$ cat src/rtl/rv_div.sv
// Iterative RISC-V M-extension divider: one quotient bit per cycle,
// with divide-by-zero and signed-overflow results resolved in PREP.
module rv_div #(
    parameter int XLEN = 64
) (
    input  logic            clk,
    input  logic            rstn,
    input  logic            div_valid_i,
    output logic            div_ready_o,
    input  logic [1:0]      div_op_i,
    input  logic [XLEN-1:0] div_op1_i,
    input  logic [XLEN-1:0] div_op2_i,
    input  logic            flush_i,
    output logic            res_valid_o,
    input  logic            res_ready_i,
    output logic [XLEN-1:0] res_o
);
    localparam int CW = $clog2(XLEN + 1);

    typedef enum logic [2:0] {IDLE, PREP, CALC, FIX, DONE} state_t;

    state_t          state;
    logic [1:0]      op;
    logic [XLEN-1:0] op1, op2;
    logic [XLEN-1:0] dvd;        // dividend shifts out MSB-first, quotient shifts in
    logic [XLEN-1:0] dvs;
    logic [XLEN-1:0] rem;
    logic [CW-1:0]   cnt;
    logic            q_neg, r_neg;

    // op[0]=1 marks unsigned ops, op[1]=1 selects remainder
    logic            is_signed;
    logic            div_zero, sgn_ovf;
    logic [XLEN-1:0] abs1, abs2;
    logic [XLEN:0]   shifted, diff;
    logic [XLEN-1:0] q_fix, r_fix;

    always_comb begin
        is_signed = ~op[0];
        div_zero  = (op2 == '0);
        sgn_ovf   = is_signed && (op1 == {1'b1, {(XLEN-1){1'b0}}}) && (op2 == '1);
        abs1      = (is_signed && op1[XLEN-1]) ? -op1 : op1;
        abs2      = (is_signed && op2[XLEN-1]) ? -op2 : op2;
        shifted   = {rem, dvd[XLEN-1]};
        diff      = shifted - {1'b0, dvs};
        q_fix     = q_neg ? -dvd : dvd;
        r_fix     = r_neg ? -rem : rem;
    end

    assign div_ready_o = (state == IDLE);
    assign res_valid_o = (state == DONE);

    always_ff @(posedge clk or negedge rstn) begin
        if (!rstn) begin
            state <= IDLE;
            op    <= '0;
            op1   <= '0;
            op2   <= '0;
            dvd   <= '0;
            dvs   <= '0;
            rem   <= '0;
            cnt   <= '0;
            q_neg <= 1'b0;
            r_neg <= 1'b0;
            res_o <= '0;
        end else if (flush_i) begin
            state <= IDLE;
        end else begin
            case (state)
                IDLE: if (div_valid_i) begin
                    op    <= div_op_i;
                    op1   <= div_op1_i;
                    op2   <= div_op2_i;
                    state <= PREP;
                end
                PREP: begin
                    dvd   <= abs1;
                    dvs   <= abs2;
                    rem   <= '0;
                    cnt   <= '0;
                    q_neg <= is_signed & (op1[XLEN-1] ^ op2[XLEN-1]);
                    r_neg <= is_signed & op1[XLEN-1];
                    if (div_zero) begin
                        res_o <= op[1] ? op1 : '1;
                        state <= DONE;
                    end else if (sgn_ovf) begin
                        res_o <= op[1] ? '0 : op1;
                        state <= DONE;
                    end else begin
                        state <= CALC;
                    end
                end
                CALC: begin
                    if (!diff[XLEN]) begin
                        rem <= diff[XLEN-1:0];
                        dvd <= {dvd[XLEN-2:0], 1'b1};
                    end else begin
                        rem <= shifted[XLEN-1:0];
                        dvd <= {dvd[XLEN-2:0], 1'b0};
                    end
                    cnt <= cnt + 1'b1;
                    if (cnt == CW'(XLEN - 1))
                        state <= FIX;
                end
                FIX: begin
                    res_o <= op[1] ? r_fix : q_fix;
                    state <= DONE;
                end
                DONE: if (res_ready_i)
                    state <= IDLE;
                default: state <= IDLE;
            endcase
        end
    end
endmodule

$ cat config.mk
export PLATFORM = sky130hd
export DESIGN_NAME = rv_div
export DESIGN_NICKNAME = d
export VERILOG_FILES = /design/src/rtl/rv_div.sv
export SDC_FILE = /design/constraint.sdc
export NUM_CORES = 1
export LEC_CHECK = 0
export BUFFER_PORTS_ARGS = -buffer_cell sky130_fd_sc_hd__buf_4
export CAP_MARGIN = 15
export CORE_ASPECT_RATIO = 2
export CORE_MARGIN = 2
export CORE_UTILIZATION = 59
export CTS_BUF_LIST = sky130_fd_sc_hd__clkbuf_4 sky130_fd_sc_hd__clkbuf_8
export DETAILED_ROUTE_END_ITERATION = 10
export GPL_ROUTABILITY_DRIVEN = 0
export HOLD_SLACK_MARGIN = 0.12
export PLACE_DENSITY = 0.87
export SLEW_MARGIN = 10
export SYNTH_ARGS = -nofsm -noshare
export SYNTH_HDL_FRONTEND = slang
export SYNTH_SLANG_ARGS = --single-unit
$ cat constraint.sdc
create_clock -name clk -period 4.6 [get_ports clk]
set_input_delay 0.92 -clock clk [delete_from_list [all_inputs] [get_ports clk]]
set_output_delay 0.92 -clock clk [all_outputs]
set_load 0.1 [all_outputs]
==> impl_metrics.tcl <==
set metrics [dict create \
    crit_buf_inv 0 \
    critical-path-max-stage-delay_ns 0.60 \
    first_pass_iters 7 \
    cp_common_cell "or4_1" \
    vias 24060 \
    synth.distinct_cells 66 \
    yosysSeqAreaShare 0.3867 \
    grt_pass1_wl_um 122600 \
    grt_pass1_vias 23790 \
    synthCells 2952 \
    drc 0 \
    min_period_ns 4.403 \
    io_buffers 200 \
    rrSetupSlack_ns 0.20 \
    avgRoutedWirePerCell_um 20.89 \
    max_freq_mhz 227.1 \
    n_fill_cell 3360 \
    fin_nets 3277 \
    dp_hpwl_um 56060 \
    critical-path-top-delay-family "simple AND/OR/NAND/NOR gates" \
    synth.cell_area_um2 25760 \
    rsz0062_at_grt "no" \
    wl_um 76580 \
    power_density_nw_per_um2 564.3 \
    multi_input_area_um2 14740 \
    syn-num-nets 3158 \
    synth_top_area_share 0.3867 \
    die_y_um 299.5 \
    place_ws_ns 0.2132 \
    hold_class "primary input to asynchronous set/reset pin" \
    min_period_over_period 0.9571 \
    drtIter0Drc 1954 \
    cp_slowest_cell "or4_1" \
    ios 201 \
    slew_headroom 0.3214 \
    r2r_end "dvd[63]$_DFFE_PN0P_" \
    p_sw_w 0.007625 \
    criticalPathCategory "flip-flop to flip-flop" \
    synth-edff-count 0 \
    via_per_inst 6.564 \
    synthArstFlopShare 1.000 \
    hold_ws_ns 0.2789 \
    internal_power_w 0.008794 \
    r2r_cells 10 \
    root_buffer "clkbuf_8" \
    max-clock-path-buffers 3 \
    clk_pin_slew_worst_paths_ns 0.07 \
    timing_hold_violations_final 0 \
    max_slew.worst_pin.slew_ns 1.018 \
    critPathLaunchType "flip-flop" \
    outcome "finished clean" \
    setup_viol_count_final 0 \
    syn2layout_area_growth_pct 12.95 \
    reg2reg_from "op1[10]$_DFFE_PN0P_" \
    seq_area_um2 9961 \
    initial_utilization 0.5957 \
    cap_violations 0 \
    setup_tns_ns 0 \
    setup_slack_ns 0.1971 \
    peakVddDrop_uv 331.3 \
    arrival_ns 4.95 \
    ant_nets 0 \
    grt_usage 0.3371 \
    grt_overflow 0 \
    cts.htree.levels 2 \
    clock_skew_ns 0.02283 \
    path_cells "or4_1 > or3_1 > or4_1 > or4_1 > nor2_1 > nand2_1 > nor2_2 > a21oi_1 > o21ai_0 > a21boi_0" \
    critPathCaptureType "flip-flop" \
    synth_flop_cell "dfrtp_1" \
    seq_power_share 0.360 \
    die_area_um2 45450 \
    synth_warnings 0 \
    cts_buffers 56 \
    maxSlewViolCount 0 \
    antenna_found_initial 1 \
    cts.sinks 398 \
    synth_largest_area_cell "dfrtp_1" \
    power_leakage_nw 12.48 \
    cts_tree "built" \
    layoutNonFillerInstCount 3666 \
    postCtsHoldBufs 0 \
    avgSynthCellArea_um2 8.726 \
    dp.cells 3563 \
    synth_most_common_cell "dfrtp_1" \
    critPathRequiredTime_ns 5.15 \
    combPwrFrac 0.452 \
    ys_top_cells_by_area "dfrtp_1, o21ai_0, mux2_2" \
    path_max_fanout 7 \
    rows 108 \
    p_sw_frac 0.4644 \
    clkLatencyLatePin_ns 0.64 \
    grt_start_max_net_pins 118 \
    ys_ff_latch 398 \
    synth_common_cells "dfrtp_1, o21ai_0, nand2_1" \
    design.core.area_um2 43240 \
    drive_gt1_frac 0.1695 \
    die_w_um 151.7 \
    clockPowerShare 0.188 \
]
## routing by layer
metal,vias up,GRT usage,part of all wire
met5,-,0,0
met4,0,0.2264,0.076
met3,420,0.04536,0.082
met2,1478,0.5718,0.50
met1,11250,0.3905,0.35
li1,10920,-,-
## stage by stage
stage          area (µm²)  utilization  power [W]
2_1_floorplan       25760            -    0.01115
3_5_place_dp        27830       0.6436    0.01315
6_report            29100       0.6729    0.01642
5_1_grt             29100       0.6729    0.01733
4_1_cts             29090       0.6727    0.01629
3_3_place_gp        27830       0.6436    0.01284
## area by class of cell
type,instances,share of cell area
Clock buffer,86,0.03767
Inverter,97,0.01251
Tap cell,550,0.02365
Clock inverter,16,0.005504
Antenna cell,1,0.00008601
Timing Repair Buffer,258,0.07156
Multi-Input combinational cell,2260,0.5067
Sequential cell,398,0.3423
## state kept, by name, summed over array words and instances (netlist names), 2 cells and up
name	cells
op2	64
op	2
op1	64
state	3
cnt	7
rem	64
res_o	64
dvs	64
dvd	64
## power by group through the flow
| stage | clock [W] | combinational (W) | sequential, W |
|---|---|---|---|
| after detailed placement | 0 | 0.00726 | 0.00589 |
| after global placement | 0 | 0.00703 | 0.00581 |
| after global routing | 0.00328 | 0.00802 | 0.00603 |
| after floorplan | 0 | 0.00419 | 0.00696 |
| after CTS | 0.00313 | 0.00732 | 0.00584 |
| final | 0.00309 | 0.00741 | 0.00592 |
## cells by family after synthesis
logic type / Yosys count / share of synthesized area
compound gates: 959 / 0.2274
simple gates: 784 / 0.1425
flops: 398 / 0.3867
xor+xnor: 305 / 0.1037
mux: 141 / 0.06145
buf+inv: 294 / 0.04347
fa+ha+maj: 71 / 0.03478
## timing repair
action	in CTS	in global routing
hold endpoints to repair	0	0
setup buffers	0	0
endpoints found under the setup margin	0	2
resized for setup	0	2
## cells in the final DEF, fill, tap and decap left out, types with 64 or more instances in the layout
| master | Yosys | routed |
|---|---|---|
| buf_4 | 0 | 246 |
| ha_1 | 70 | 70 |
| a22oi_1 | 72 | 72 |
| nor2_1 | 208 | 201 |
| nand2_1 | 277 | 277 |
| a31oi_1 | 64 | 64 |
| clkbuf_8 | 0 | 72 |
| mux2_2 | 137 | 137 |
| xnor2_1 | 164 | 163 |
| o21ai_0 | 347 | 347 |
| xor2_1 | 141 | 141 |
| a21oi_1 | 207 | 207 |
| o211ai_1 | 82 | 82 |
| inv_1 | 97 | 97 |
| dfrtp_1 | 398 | 397 |
## worst register-to-register path, stage by stage, from the launching register on
cell      delay [ns]
dfrtp_1         0.46
or4_1           0.59
or3_1           0.38
or4_1           0.54
or4_1           0.60
nor2_1          0.22
nand2_1         0.24
nor2_2          0.41
a21oi_1         0.12
o21ai_0         0.52
a21boi_0        0.24
## how the worst max path moves through the flow
stage,start,to,slack (ns),depth (start not counted)
after floorplan,rem[2]$_DFFE_PN0P_,rem[57]$_DFFE_PN0P_,0.98,12
after global placement,op1[10]$_DFFE_PN0P_,dvd[63]$_DFFE_PN0P_,0.25,10
after detailed placement,op1[10]$_DFFE_PN0P_,dvd[63]$_DFFE_PN0P_,0.21,10
after CTS,op1[10]$_DFFE_PN0P_,dvd[63]$_DFFE_PN0P_,0.17,10
after global routing,op2[28]$_DFFE_PN0P_,res_o[40]$_DFFE_PN0P_,0.1,10
final,op1[10]$_DFFE_PN0P_,dvd[63]$_DFFE_PN0P_,0.20,10
Power figures use the tool's default switching activity.
